## src/rtl/serial_adder_if.sv

```systemverilog
// Operand/result handshake bundle for serial_adder; the sub signal exists only
// when SERIAL_ADDER_SUB_EN is defined.
interface serial_adder_if #(
  parameter int WIDTH = 16
);
  logic             in_valid;
  logic             in_ready;
  logic [WIDTH-1:0] a;
  logic [WIDTH-1:0] b;
  logic             cin;
`ifdef SERIAL_ADDER_SUB_EN
  logic             sub;
`endif
  logic             out_valid;
  logic             out_ready;
  logic [WIDTH-1:0] sum;
  logic             cout;
  logic             ovf;
  logic             busy;

`ifdef SERIAL_ADDER_SUB_EN
  modport master (
    output in_valid, a, b, cin, sub, out_ready,
    input  in_ready, out_valid, sum, cout, ovf, busy
  );
  modport slave (
    input  in_valid, a, b, cin, sub, out_ready,
    output in_ready, out_valid, sum, cout, ovf, busy
  );
`else
  modport master (
    output in_valid, a, b, cin, out_ready,
    input  in_ready, out_valid, sum, cout, ovf, busy
  );
  modport slave (
    input  in_valid, a, b, cin, out_ready,
    output in_ready, out_valid, sum, cout, ovf, busy
  );
`endif
endinterface

```

## src/rtl/serial_adder.sv

```systemverilog
// Digit-serial adder: DIGIT bits per clock, LSD first, latency WIDTH/DIGIT cycles.
// Optional subtract mode under SERIAL_ADDER_SUB_EN; results held until out_ready.
module serial_adder #(
  parameter int WIDTH = 16,
  parameter int DIGIT = 4
) (
  input  logic         clk,
  input  logic         rst_n,
  serial_adder_if.slave bus
);
  localparam int NSLICE = WIDTH / DIGIT;
  localparam int CW     = (NSLICE > 1) ? $clog2(NSLICE) : 1;
  localparam logic [CW-1:0] LAST = CW'(NSLICE - 1);

  typedef enum logic [1:0] {IDLE, RUN, DONE} state_e;

  state_e           state_q, state_d;
  logic [WIDTH-1:0] a_q, a_d, b_q, b_d, sum_q, sum_d;
  logic             carry_q, carry_d, cout_q, cout_d, ovf_q, ovf_d;
  logic             vld_q, vld_d, busy_q, busy_d;
  logic [CW-1:0]    cnt_q, cnt_d;
  logic [DIGIT:0]   slice;
  logic [WIDTH-1:0] b_eff;
  logic             init_carry;
  logic             accept;

  // In subtract mode B is stored pre-inverted, so RUN is identical for both modes.
`ifdef SERIAL_ADDER_SUB_EN
  assign b_eff      = bus.sub ? ~bus.b : bus.b;
  assign init_carry = bus.sub | bus.cin;
`else
  assign b_eff      = bus.b;
  assign init_carry = bus.cin;
`endif

  assign bus.in_ready  = (state_q == IDLE) && rst_n;
  assign accept        = bus.in_valid && bus.in_ready;
  assign bus.out_valid = vld_q;
  assign bus.sum       = sum_q;
  assign bus.cout      = cout_q;
  assign bus.ovf       = ovf_q;
  assign bus.busy      = busy_q;

  assign slice = {1'b0, a_q[DIGIT-1:0]} + {1'b0, b_q[DIGIT-1:0]} + (DIGIT+1)'(carry_q);

  always_comb begin
    state_d = state_q;
    a_d     = a_q;
    b_d     = b_q;
    sum_d   = sum_q;
    carry_d = carry_q;
    cout_d  = cout_q;
    ovf_d   = ovf_q;
    vld_d   = vld_q;
    busy_d  = busy_q;
    cnt_d   = cnt_q;
    case (state_q)
      IDLE: begin
        if (accept) begin
          a_d     = bus.a;
          b_d     = b_eff;
          carry_d = init_carry;
          cnt_d   = '0;
          busy_d  = 1'b1;
          state_d = RUN;
        end
      end
      RUN: begin
        a_d     = a_q >> DIGIT;
        b_d     = b_q >> DIGIT;
        // New digit enters at the top; after NSLICE shifts slice 0 sits at bit 0.
        sum_d   = WIDTH'({slice[DIGIT-1:0], sum_q} >> DIGIT);
        carry_d = slice[DIGIT];
        cnt_d   = cnt_q + CW'(1);
        if (cnt_q == LAST) begin
          cout_d  = slice[DIGIT];
          ovf_d   = (a_q[DIGIT-1] == b_q[DIGIT-1]) && (slice[DIGIT-1] != a_q[DIGIT-1]);
          vld_d   = 1'b1;
          state_d = DONE;
        end
      end
      DONE: begin
        if (bus.out_ready) begin
          vld_d   = 1'b0;
          busy_d  = 1'b0;
          state_d = IDLE;
        end
      end
      default: state_d = IDLE;
    endcase
  end

  always_ff @(posedge clk or negedge rst_n) begin
    if (!rst_n) begin
      state_q <= IDLE;
      a_q     <= '0;
      b_q     <= '0;
      sum_q   <= '0;
      carry_q <= 1'b0;
      cout_q  <= 1'b0;
      ovf_q   <= 1'b0;
      vld_q   <= 1'b0;
      busy_q  <= 1'b0;
      cnt_q   <= '0;
    end else begin
      state_q <= state_d;
      a_q     <= a_d;
      b_q     <= b_d;
      sum_q   <= sum_d;
      carry_q <= carry_d;
      cout_q  <= cout_d;
      ovf_q   <= ovf_d;
      vld_q   <= vld_d;
      busy_q  <= busy_d;
      cnt_q   <= cnt_d;
    end
  end
endmodule

```

## src/flat_wrapper.sv

```systemverilog
// flat-port wrapper written by rule: the top's interface ports become plain ports
module serial_adder_flat 
#(
  parameter int WIDTH = 16,
  parameter int DIGIT = 4
)
  (clk, rst_n, bus_in_valid, bus_a, bus_b, bus_cin, bus_out_ready, bus_in_ready, bus_out_valid, bus_sum, bus_cout, bus_ovf, bus_busy);
  serial_adder_if #(.WIDTH(WIDTH)) bus_i ();
  input  logic clk;
  input  logic rst_n;
  input wire logic [$bits(bus_i.in_valid)-1:0] bus_in_valid;
  input wire logic [$bits(bus_i.a)-1:0] bus_a;
  input wire logic [$bits(bus_i.b)-1:0] bus_b;
  input wire logic [$bits(bus_i.cin)-1:0] bus_cin;
  input wire logic [$bits(bus_i.out_ready)-1:0] bus_out_ready;
  output wire logic [$bits(bus_i.in_ready)-1:0] bus_in_ready;
  output wire logic [$bits(bus_i.out_valid)-1:0] bus_out_valid;
  output wire logic [$bits(bus_i.sum)-1:0] bus_sum;
  output wire logic [$bits(bus_i.cout)-1:0] bus_cout;
  output wire logic [$bits(bus_i.ovf)-1:0] bus_ovf;
  output wire logic [$bits(bus_i.busy)-1:0] bus_busy;
  assign bus_i.in_valid = bus_in_valid;
  assign bus_i.a = bus_a;
  assign bus_i.b = bus_b;
  assign bus_i.cin = bus_cin;
  assign bus_i.out_ready = bus_out_ready;
  assign bus_in_ready = bus_i.in_ready;
  assign bus_out_valid = bus_i.out_valid;
  assign bus_sum = bus_i.sum;
  assign bus_cout = bus_i.cout;
  assign bus_ovf = bus_i.ovf;
  assign bus_busy = bus_i.busy;
  serial_adder #(.WIDTH(WIDTH), .DIGIT(DIGIT)) u_core (.clk(clk), .rst_n(rst_n), .bus(bus_i));
endmodule
```

## config.mk

```make
export PLATFORM = sky130hd
export DESIGN_NAME = serial_adder_flat
export DESIGN_NICKNAME = d
export VERILOG_FILES = /design/src/rtl/serial_adder_if.sv /design/src/rtl/serial_adder.sv /design/src/flat_wrapper.sv
export SDC_FILE = /design/constraint.sdc
export NUM_CORES = 1
export LEC_CHECK = 0
export BUFFER_PORTS_ARGS = -buffer_cell sky130_fd_sc_hd__buf_2
export CAP_MARGIN = 20
export CORE_MARGIN = 2
export CORE_UTILIZATION = 45
export DETAILED_ROUTE_END_ITERATION = 12
export PLACE_DENSITY = 0.73
export SLEW_MARGIN = 0
export SYNTH_ARGS = -nofsm -noshare
export SYNTH_HDL_FRONTEND = slang
export SYNTH_SLANG_ARGS = --single-unit
```

## constraint.sdc

```tcl
create_clock -name clk -period 3.7 [get_ports clk]
set_input_delay 0.74 -clock clk [delete_from_list [all_inputs] [get_ports clk]]
set_output_delay 0.74 -clock clk [all_outputs]
set_load 0.01 [all_outputs]
```

# Word level (Yosys, flattened, before mapping)
# Cells that the tools add are included.
# Widths: inputs -> output; s select.
[word_totals]
regBits = 57
inputBits = 37
out_inout_bits = 21
wordCells = 50
[classes]
add_sub_neg = 3
n_eq_ne = 8
n_mux = 17
reduce_logical = 12
[op_table]
columns = ["cell", "count"]
rows = [
  ["$pmux 16 s2", 2],
  ["$mux 16", 2],
  ["$reduce_and 3->1", 3],
  ["$mux 2", 4],
  ["$pmux 1 s2", 3],
  ["$pmux 2 s3", 1],
  ["$reduce_bool 2->1", 3],
  ["$add 4x4->5", 1],
  ["$add 5x1->5", 1],
  ["$eq 2x2->1 const B", 2],
  ["$mux 1", 4],
  ["$ne 2x1->1 const B", 2],
  ["$pmux 2 s2", 1],
  ["$reduce_and 2->1", 2],
  ["$logic_and 1x1->1", 3],
  ["$add 2x1->2 const B", 1],
  ["$eq 2x1->1 const B", 1],
  ["$logic_not 2->1", 1],
  ["$ne 2x2->1 const B", 1],
  ["$eq 1x1->1", 1],
  ["$ne 1x1->1", 1],
]

# Depth between registers and ports, before layout
# Gate-level depths: netlist of run 1.
[logic_depth]
word_depth = 5
ltp_mapped = 7
mapped_depth_nobuf = 7

# Least setup slack after synthesis of run 1
# OpenSTA, ideal clock, no wires.
[synth_path]
path_type = "in2out"
from = "input port rst_n"
to = "output port bus_in_ready"
arrival_ns = 1.046
required_ns = 2.960
path_slack_ns = 1.914
cell_stages = 1
n_path_buf = 0
path_cell_list = "nor3b_1"
[synth_between]
elab_chain_len = 1
[synth_rtl]
columns = ["element", "line_no", "source"]
rows = [
  ["start, declared", "flat_wrapper.sv:10", "input logic rst_n;"],
  ["$logic_and 1x1->1", "serial_adder.sv:36", "assign bus.in_ready = (state_q == IDLE) && rst_n;"],
  ["end, declared", "flat_wrapper.sv:16", "output wire logic [$bits(bus_i.in_ready)-1:0] bus_in_ready;"],
]
# Every way passes these cells.

# Worst setup path after layout of run 1
# Ends and elaborated chain as after synthesis.

==> impl_metrics.csv, run 1 <==
group,metric,value,unit
timing,max-slew-margin-rel,62.81,%
yosys,ys_seq_area_share,55.72,%
timing,fin_worst_skew,0.004268,ns
run,drv.max_cap_violation_count,0,
global_routing,grt.overflow.total,0,
clock_tree,htree_levels,3,
timing,rsz0062_at_grt,"false",
floorplan,die-height,79.43,um
drt,dr.first_iter.drc_count,96,
drt,detailedRoute.firstPassIterationCount,5,
clock_tree,clock_tree.root_cell,"sky130_fd_sc_hd__clkbuf_8",
yosys,synth_largest_area_cell,"sky130_fd_sc_hd__dfrtp_1",
setup_path,crit_path_frequent_cell,"sky130_fd_sc_hd__buf_2",
global_routing,antenna_found_initial,0,
drt,wl_met2,2348,um
yosys,synth_warnings,0,
floorplan,top_level_ports,58,
cells_and_area,area.sequential,0.001426,sq mm
placement,place.port_buffers,57,
power_and_ir_drop,power_density,935.9,mW/mm^2
yosys,synth.top_cells.by_area,"sky130_fd_sc_hd__dfrtp_1, sky130_fd_sc_hd__nand2_1, sky130_fd_sc_hd__o22ai_1",
power_and_ir_drop,static-leakage-power,1.512,nW
drt,detailroute.wirelength.met3,325,um
setup_path,crit_path_end,"bus_in_ready",
timing,timing_hold_violations_final,0,
yosys,seq_cells_post_synth,57,
cells_and_area,synthToLayoutAreaGrowth,17.50,%
global_routing,grt_pass1_wl,8528,um
outcome,outcome,"complete, no violations",
setup_path,cp_slowest_stage_delay,0.30,ns
yosys,post-synth-top-area-fraction,55.72,%
cells_and_area,mostFrequentLayoutCells,"sky130_fd_sc_hd__nand2_1, sky130_fd_sc_hd__buf_2, sky130_fd_sc_hd__dfrtp_1",
drt,ant_nets,0,
cells_and_area,multi_input_comb_area,970.9,sq um
placement,place_worst_setup_slack,1.538,ns
setup_path,worstReg2RegStart,"u_core.carry_q$_DFFE_PN0P_",
setup_path,worstPathRequired,2.96,ns
global_routing,globalRouteTotalUtil,17.85,%
global_routing,first_global_vias,1910,
drt,routed.top_layer,"met4",
yosys,ys_types,29,
floorplan,floorplan.initialDensity,46.49,%
yosys,synth.avg_cell_area,10.00,sq um
timing,worst_pin_slew,0.5578,ns
setup_path,worstSetupEndpointType,"primary output",
timing,final_worst_path_period_share,58.23,%
setup_path,critPathSlowestCell,"sky130_fd_sc_hd__buf_2",
yosys,mappedNetlistNets,299,
cells_and_area,postLayoutCoreUtil,54.62,%
yosys,syn_inst_count,256,
drt,wirelength,5032,um
cells_and_area,finalNetCount,356,
cells_and_area,n_fill_cell,507,
cells_and_area,layout_cells_sized_above_1,31.45,%
setup_path,crit_path_max_fanout,16,
timing,finalSetupTns,0,ns
power_and_ir_drop,irDropWorstVdd,0.0004999,V
clock_tree,clk_pin_slew,0.06,ns
drt,routed_wire_length_per_instance,12.90,um
clock_tree,ctsHoldBuffers,0,
setup_path,ff2ff_path_depth,7,
cells_and_area,final-instance-count-excl-fill,390,
clock_tree,clock_tree_from_tritoncts,"yes",
clock_tree,post_cts_resize_count,0,
floorplan,chipWidth,79.43,um
timing,timing_max_transition_violations_final,0,
yosys,syn-cell-area,0.002560,sq mm
hold_path,worstHoldPathType,"in -> async",
setup_path,worst_path_cell_trace,"buf_2, nor3b_1, buf_2",
placement,detailed_place_hpwl,3244,um
clock_tree,cts_buffers,9,
placement,gpl.final_weighted_congestion,0.8170,
drt,detail_route.wirelength.met1,2276,um
clock_tree,ctsLongestPathBuffers,2,
drt,num_vias,1954,
power_and_ir_drop,total_power_consumption_of_the_routed_design,0.002815,W
timing,timing.final.ws_setup,1.546,ns
cells_and_area,n_antenna_cell,0,
setup_path,critical_path_arrival,1.41,ns
clock_tree,clkLatencyLatePin,0.34,ns
timing,fmax,464.1,MHz
setup_path,worstReg2RegEnd,"u_core.bus.cout$_DFFE_PN0P_",
floorplan,num_rows,27,
timing,setup_viol_count_final,0,
setup_path,critPathLaunch,"rst_n",
floorplan,die_area,0.006308,sq mm
setup_path,timing.reg2reg.setup_slack,1.94,ns
drt,remaining_drc_errors,0,
clock_tree,clock_sinks,57,
setup_path,worstSetupPathType,"in -> out",
floorplan,floorplan.core_area,0.005507,sq mm
clock_tree,cts_setup_buffers,0,
placement,post-place-cells,373,
global_routing,grt_max_degree,56,
cells_and_area,mostFrequentLayoutCell,"sky130_fd_sc_hd__nand2_1",
setup_path,timing.critical_path.from_type,"primary input",
drt,vias_per_cell,5.010,
timing,fin_crit,2.154,ns
worst max-delay path, delay by kind of cell:
kind	cells	cell delay, ns
buffers and inverters	2	0.45
and+or+nand+nor	1	0.22
report_power, final:
part / switching [W] / total (W) / internal, W
Combinational: 0.000700 / 0.00119 / 0.000493
Clock: 0.000230 / 0.000506 / 0.000276
Sequential: 0.000198 / 0.00112 / 0.000919
Total: 0.00113 / 0.00282 / 0.00169
synthesized netlist by cell type:
library cell	instances
sky130_fd_sc_hd__and4bb_1	1
sky130_fd_sc_hd__nor2b_1	1
sky130_fd_sc_hd__nor2_2	20
sky130_fd_sc_hd__a22oi_1	1
sky130_fd_sc_hd__nand2_2	1
sky130_fd_sc_hd__o31ai_2	1
sky130_fd_sc_hd__nand2b_1	1
sky130_fd_sc_hd__nand2_8	1
sky130_fd_sc_hd__o31ai_1	1
sky130_fd_sc_hd__o22ai_1	24
sky130_fd_sc_hd__o21ai_0	7
sky130_fd_sc_hd__buf_8	4
sky130_fd_sc_hd__inv_1	5
sky130_fd_sc_hd__a21oi_1	6
sky130_fd_sc_hd__buf_6	3
sky130_fd_sc_hd__ha_1	4
sky130_fd_sc_hd__nand3_1	8
sky130_fd_sc_hd__nor2_1	25
sky130_fd_sc_hd__xor2_1	3
sky130_fd_sc_hd__buf_4	5
sky130_fd_sc_hd__nor2_4	1
sky130_fd_sc_hd__nand2_1	65
sky130_fd_sc_hd__dfrtp_1	57
sky130_fd_sc_hd__buf_2	3
sky130_fd_sc_hd__o21ai_1	2
sky130_fd_sc_hd__fa_1	2
sky130_fd_sc_hd__nand4bb_1	1
sky130_fd_sc_hd__nor3b_1	1
sky130_fd_sc_hd__a21o_1	2
worst min-delay path by stage:
stage | end | cells past startpoint
4_1_cts | u_core.bus.out_valid$_DFFE_PN0P_ | 1
6_report | u_core.bus.out_valid$_DFFE_PN0P_ | 1
3_3_place_gp | u_core.bus.sum[2]$_DFFE_PN0P_ | 2
5_1_grt | u_core.a_q[8]$_DFFE_PN0P_ | 1
3_5_place_dp | u_core.bus.sum[2]$_DFFE_PN0P_ | 2
2_1_floorplan | u_core.a_q[0]$_DFFE_PN0P_ | 0
state kept, by name, summed over array words and instances, names as in the netlist:
signal                cells
u_core.bus.sum           16
u_core.carry_q            1
u_core.bus.cout           1
u_core.bus.ovf            1
u_core.state_q            2
u_core.bus.out_valid      1
u_core.bus.busy           1
u_core.a_q               16
u_core.b_q               16
u_core.cnt_q              2
routing by layer:
metal | vias up | GRT usage (%)
met5 | - | 0
met4 | 0 | 9.310
met3 | 8 | 5.882
met2 | 67 | 28.07
met1 | 917 | 21.84
li1 | 962 | -
cell families after synthesis:
group / count (synthesis) / share of synthesized area [%]
XOR/XNOR: 3 / 1.027
AO/OA/AOI/OAI: 44 / 10.46
adder cells (fa/ha/maj): 6 / 3.519
buffers and inverters: 20 / 6.452
AND/OR/NAND/NOR: 126 / 22.83
flip-flops: 57 / 55.72
layout make-up:
| type | count | share of cell area (%) |
|---|---|---|
| clock buffers | 13 | 5.283 |
| clock inverters | 3 | 0.4992 |
| inverters | 5 | 0.6240 |
| multi-input cells | 179 | 32.28 |
| flip-flops and latches | 57 | 47.42 |
| well taps | 72 | 2.995 |
| repair buffers | 61 | 10.90 |
per-stage QoR:
step | cell area (sq um) | hold WS, ns
final | 3008 | 0.2971
after global routing | 3008 | 0.3039
after CTS | 2988 | 0.2906
after detailed placement | 2814 | 0.4685
after global placement | 2814 | 0.4520
after floorplan | 2560 | 0.4444
No activity file was read; power rests on OpenSTA's default activity.
==> run 2: changes to the inputs <==
Clock period 3.7 ns to 2.05 ns, I/O delays scaled along.
==> run 2 against run 1 <==
  * Cell count rose by 1.3%
  * Clock power rose by 82%
  * First-iteration DRC count fell by 10%
  * Critical path type unchanged
  * Final area rose by 0.92%
  * Critical endpoint unchanged
  * Clock skew rose by 0.0012 ns
  * Wire length rose by 2.6%
  * Via count barely moved
  * Die area did not move
  * Worst setup slack got worse by 1.3 ns
  * Clock-buffer cell count did not move
  * Sequential power rose by 79%
  * Critical path depth rose by 1
==> impl_metrics.csv, run 2 (synthesized netlist as in run 1, its figures left out) <==
group,metric,value,unit
drt,detailedRoute.firstPassIterationCount,4,
floorplan,floorplan.core_area,0.005507,sq mm
timing,final_worst_path_period_share,89.91,%
setup_path,critPathSlowestCell,"sky130_fd_sc_hd__dlygate4sd3_1",
setup_path,critical_path_arrival,1.43,ns
drt,detailroute.wirelength.met3,305,um
setup_path,worst_path_cell_trace,"dlygate4sd3_1, buf_2, nor3b_1, buf_2",
cells_and_area,synthToLayoutAreaGrowth,18.57,%
setup_path,crit_path_max_fanout,6,
setup_path,worstReg2RegStart,"u_core.carry_q$_DFFE_PN0P_",
clock_tree,clock_sinks,57,
drt,dr.first_iter.drc_count,86,
setup_path,timing.critical_path.from_type,"primary input",
hold_path,instance_count_along_the_most_critical_hold_path,3,
cells_and_area,final_cell_area,0.003035,sq mm
clock_tree,ctsLongestPathBuffers,2,
timing,fin_worst_skew,0.005468,ns
setup_path,crit_path_frequent_cell,"sky130_fd_sc_hd__buf_2",
drt,routed_wire_length_per_instance,13.07,um
cells_and_area,n_antenna_cell,0,
timing,finalSetupTns,0,ns
drt,vias_per_cell,4.949,
floorplan,floorplan.initialDensity,46.49,%
floorplan,die-height,79.43,um
setup_path,timing.reg2reg.setup_slack,0.33,ns
hold_path,worst_hold_start,"bus_b[14]",
global_routing,grt.overflow.total,0,
outcome,outcome,"complete, no violations",
timing,timing.final.ws_setup,0.2069,ns
timing,worst_pin_slew,0.5469,ns
timing,rsz0062_at_grt,"false",
clock_tree,clkLatencyLatePin,0.33,ns
floorplan,die_area,0.006308,sq mm
global_routing,first_global_vias,1986,
timing,fmax,542.6,MHz
global_routing,globalRouteTotalUtil,18.58,%
global_routing,grt_max_degree,44,
floorplan,chipWidth,79.43,um
setup_path,worstSetupEndpointType,"primary output",
clock_tree,clock_tree.root_cell,"sky130_fd_sc_hd__clkbuf_8",
clock_tree,clock_tree_from_tritoncts,"yes",
power_and_ir_drop,power_density,1677,mW/mm^2
setup_path,ff2ff_path_depth,7,
run,drv.max_cap_violation_count,0,
cells_and_area,finalNetCount,361,
floorplan,num_rows,27,
clock_tree,htree_levels,3,
placement,place.port_buffers,57,
drt,routed.top_layer,"met4",
timing,whs,0.2664,ns
drt,ant_nets,0,
hold_path,worstHoldPathType,"in -> reg",
timing,fin_crit,1.843,ns
global_routing,grt_pass1_wl,8880,um
drt,num_vias,1955,
drt,remaining_drc_errors,0,
placement,place_area,0.002851,sq mm
setup_path,worstReg2RegEnd,"u_core.bus.cout$_DFFE_PN0P_",
clock_tree,cts_buffers,9,
clock_tree,post_cts_resize_count,0,
setup_path,worstSetupPathType,"in -> out",
timing,timing_max_transition_violations_final,0,
floorplan,top_level_ports,58,
timing,max-slew-margin-rel,63.54,%
setup_path,worstPathRequired,1.64,ns
cells_and_area,mostFrequentLayoutCells,"sky130_fd_sc_hd__nand2_1, sky130_fd_sc_hd__buf_2, sky130_fd_sc_hd__dfrtp_1",
global_routing,antenna_found_initial,0,
power_and_ir_drop,irDropWorstVdd,0.0008106,V
placement,gpl.final_weighted_congestion,0.8139,
placement,detailed_place_hpwl,3523,um
drt,detail_route.wirelength.met1,2380,um
drt,wirelength,5162,um
cells_and_area,mostFrequentLayoutCell,"sky130_fd_sc_hd__nand2_1",
clock_tree,cts_setup_buffers,0,
timing,setup_viol_count_final,0,
setup_path,cp_slowest_stage_delay,0.53,ns
placement,place_worst_setup_slack,0.3347,ns
clock_tree,clk_pin_slew,0.06,ns
drt,wl_met2,2320,um
cells_and_area,layout_cells_sized_above_1,32.20,%
timing,timing_hold_violations_final,0,
power_and_ir_drop,static-leakage-power,1.531,nW
hold_path,hold-path-endpoint,"u_core.b_q[14]$_DFFE_PN0P_",
run 2: cell types whose count changed in the layout (fill, tap and decap cells not counted), sizes merged:
cell,delta
buf,+4
dlygate4sd3,+1
run 2: layout make-up:
type	instances	area, sq um
tap	72	90.09
timing repair buffer	66	355.3
clock inverter	3	15.01
multi-input combinational	179	970.9
clock buffer	13	158.9
fill	520	2471
inverter	5	18.77
sequential	57	1426
run 2: timing repair:
item,CTS,global route
setup endpoints to repair,0,0
endpoints found under the hold margin,1,0
hold buffers,1,0
run 2: through the flow:
stage | util, % | total power, W | instances
final | 55.12 | 0.005090 | 395
after global routing | 55.12 | 0.005559 | 395
after CTS | 55.12 | 0.005156 | 395
after detailed placement | 51.78 | 0.004215 | 378
after global placement | 51.78 | 0.004124 | 378
after floorplan | - | 0.003766 | 256
run 2: worst max-delay path by stage:
stage	from	to	slack, ns	depth (start not counted)
finish	rst_n	bus_in_ready	0.21	4
global route	rst_n	bus_in_ready	0.13	4
CTS	rst_n	bus_in_ready	0.19	4
detailed placement	u_core.carry_q$_DFFE_PN0P_	u_core.bus.cout$_DFFE_PN0P_	0.33	7
global placement	u_core.carry_q$_DFFE_PN0P_	u_core.bus.cout$_DFFE_PN0P_	0.39	7
floorplan	u_core.carry_q$_DFFE_PN0P_	u_core.bus.cout$_DFFE_PN0P_	0.43	7
run 2: critical path: cells and delay by family:
kind	cells	cell delay, ns
buffers and inverters	3	0.85
and+or+nand+nor	1	0.18
run 2: per-layer routing:
layer	GRT usage [%]	vias up
li1	-	975
met1	24.19	911
met2	27.98	56
met3	4.864	13
met4	10.86	0
met5	0	-
run 2: where the power goes:
part	internal [W]	leakage (nW)	switching, W
sequential	0.00166	0.697	0.000356
combinational	0.000890	0.740	0.00126
clock	0.000499	0.0932	0.000424
==> run 3: changes to the inputs <==
Settings changed: CORE_MARGIN 2 to 8.
==> run 3 against run 2 <==
  * Worst setup slack improved by 0.088 ns
  * Cell count fell by 1.5%
  * Sequential power barely moved
  * Largest power group unchanged
  * Sequential share of layout area rose by 0.77 points
  * Clock skew rose by 0.0015 ns
==> impl_metrics.csv, run 3 (synthesized netlist as in run 1, its figures left out) <==
group,metric,value,unit
outcome,outcome,"complete, no violations",
placement,place_worst_setup_slack,0.3034,ns
timing,final_worst_path_period_share,85.63,%
placement,gpl.final_weighted_congestion,0.7744,
clock_tree,clk_pin_slew,0.06,ns
setup_path,timing.critical_path.from_type,"register",
clock_tree,clock_tree.root_cell,"sky130_fd_sc_hd__clkbuf_8",
drt,wirelength,5463,um
placement,detailed_place_hpwl,3840,um
drt,remaining_drc_errors,0,
global_routing,grt.overflow.total,0,
timing,rsz0062_at_grt,"false",
setup_path,worstSetupEndpointType,"register",
floorplan,floorplan.core_area,0.005507,sq mm
cells_and_area,mostFrequentLayoutCell,"sky130_fd_sc_hd__nand2_1",
timing,max-slew-margin-rel,66.43,%
timing,fin_crit,1.755,ns
timing,timing_max_transition_violations_final,0,
cells_and_area,n_fill_cell,493,
clock_tree,clock_tree_from_tritoncts,"yes",
clock_tree,ctsLongestPathBuffers,2,
timing,fin_worst_skew,0.006999,ns
global_routing,antenna_found_initial,0,
cells_and_area,n_antenna_cell,0,
floorplan,die-height,91.43,um
setup_path,critical_path_arrival,1.96,ns
clock_tree,cts_buffers,9,
global_routing,first_global_vias,1957,
placement,place.port_buffers,57,
power_and_ir_drop,irDropWorstVdd,0.0007053,V
run,drv.max_cap_violation_count,0,
timing,whs,0.07188,ns
clock_tree,htree_levels,3,
clock_tree,ctsHoldBuffers,0,
drt,vias_per_cell,4.961,
clock_tree,cts_setup_buffers,0,
clock_tree,post_cts_resize_count,0,
setup_path,worstReg2RegStart,"u_core.carry_q$_DFFE_PN0P_",
clock_tree,clock_sinks,57,
setup_path,worstPathRequired,2.26,ns
timing,setup_viol_count_final,0,
floorplan,top_level_ports,58,
timing,fmax,569.6,MHz
hold_path,worstHoldPathType,"in -> async",
cells_and_area,postLayoutCoreUtil,54.24,%
setup_path,worstSetupPathType,"reg -> reg",
setup_path,worstReg2RegEnd,"u_core.bus.cout$_DFFE_PN0P_",
setup_path,worst_path_cell_trace,"fa_1, inv_1, fa_1, inv_1, a21o_1, a21oi_1, o21ai_0",
timing,timing.final.ws_setup,0.2945,ns
floorplan,floorplan.initialDensity,46.49,%
global_routing,globalRouteTotalUtil,13.93,%
setup_path,ff2ff_path_depth,7,
timing,finalSetupTns,0,ns
drt,routed_wire_length_per_instance,14.04,um
cells_and_area,final-instance-count-excl-fill,389,
cells_and_area,layout_cells_sized_above_1,31.23,%
drt,num_vias,1930,
cells_and_area,mostFrequentLayoutCells,"sky130_fd_sc_hd__nand2_1, sky130_fd_sc_hd__buf_2, sky130_fd_sc_hd__dfrtp_1",
cells_and_area,finalNetCount,358,
clock_tree,clkLatencyLatePin,0.33,ns
timing,worst_pin_slew,0.5035,ns
power_and_ir_drop,static-leakage-power,1.502,nW
drt,ant_nets,0,
floorplan,num_rows,27,
power_and_ir_drop,power_density,1682,mW/mm^2
global_routing,grt_max_degree,40,
setup_path,timing.reg2reg.setup_slack,0.29,ns
setup_path,critPathSlowestCell,"sky130_fd_sc_hd__fa_1",
setup_path,crit_path_max_fanout,2,
floorplan,die_area,0.008359,sq mm
floorplan,chipWidth,91.43,um
drt,detailedRoute.firstPassIterationCount,4,
placement,post-place-cells,376,
setup_path,cp_slowest_stage_delay,0.45,ns
global_routing,grt_pass1_wl,9218,um
cells_and_area,synthToLayoutAreaGrowth,16.67,%
timing,timing_hold_violations_final,0,
drt,dr.first_iter.drc_count,70,
[run 3: worst max-delay path by stage]
| stage | endpoint | slack, ns | cells past startpoint | start |
|---|---|---|---|---|
| finish | u_core.bus.cout$_DFFE_PN0P_ | 0.29 | 7 | u_core.carry_q$_DFFE_PN0P_ |
| CTS | u_core.bus.cout$_DFFE_PN0P_ | 0.29 | 7 | u_core.carry_q$_DFFE_PN0P_ |
| detailed placement | u_core.bus.cout$_DFFE_PN0P_ | 0.30 | 7 | u_core.carry_q$_DFFE_PN0P_ |
| floorplan | u_core.bus.cout$_DFFE_PN0P_ | 0.43 | 7 | u_core.carry_q$_DFFE_PN0P_ |
| global placement | u_core.bus.cout$_DFFE_PN0P_ | 0.38 | 7 | u_core.carry_q$_DFFE_PN0P_ |
| global route | u_core.bus.cout$_DFFE_PN0P_ | 0.16 | 7 | u_core.carry_q$_DFFE_PN0P_ |
[run 3: report_power, final]
group	switching, W	internal, W	leakage [nW]	total, W
sequential	0.000365	0.00166	0.697	0.00202
combinational	0.00128	0.000882	0.727	0.00216
clock	0.000392	0.000449	0.0782	0.000841
total	0.00203	0.00299	1.50	0.00502
[run 3: worst max-delay path, delay by kind of cell, from the launching register on]
kind,cells,cell delay (ns)
flops,1,0.40
compound gates,3,0.44
buf+inv,2,0.13
fa+ha+maj,2,0.65
[run 3: layer usage]
layer,vias up,GRT usage [%],share of wire [%]
met4,0,6.139,1.3
met5,-,0,0
met1,899,17.19,45
li1,963,-,-
met2,62,19.75,46
met3,6,7.243,7.9
[run 3: area by class of cell]
class | count | area (sq um) | area share (%)
Sequential cell | 57 | 1426 | 47.76
Timing Repair Buffer | 63 | 330.3 | 11.06
Inverter | 5 | 18.77 | 0.6284
Clock inverter | 1 | 5.005 | 0.1676
Clock buffer | 12 | 145.1 | 4.860
Multi-Input combinational cell | 179 | 970.9 | 32.51
Tap cell | 72 | 90.09 | 3.016
[run 3: stage by stage]
stage                     cell area [sq um]  total power (W)
after floorplan                        2560         0.003766
after global placement                 2836         0.004137
after detailed placement               2836         0.004232
after CTS                              2987         0.005097
after global routing                   2987         0.005502
final                                  2987         0.005023
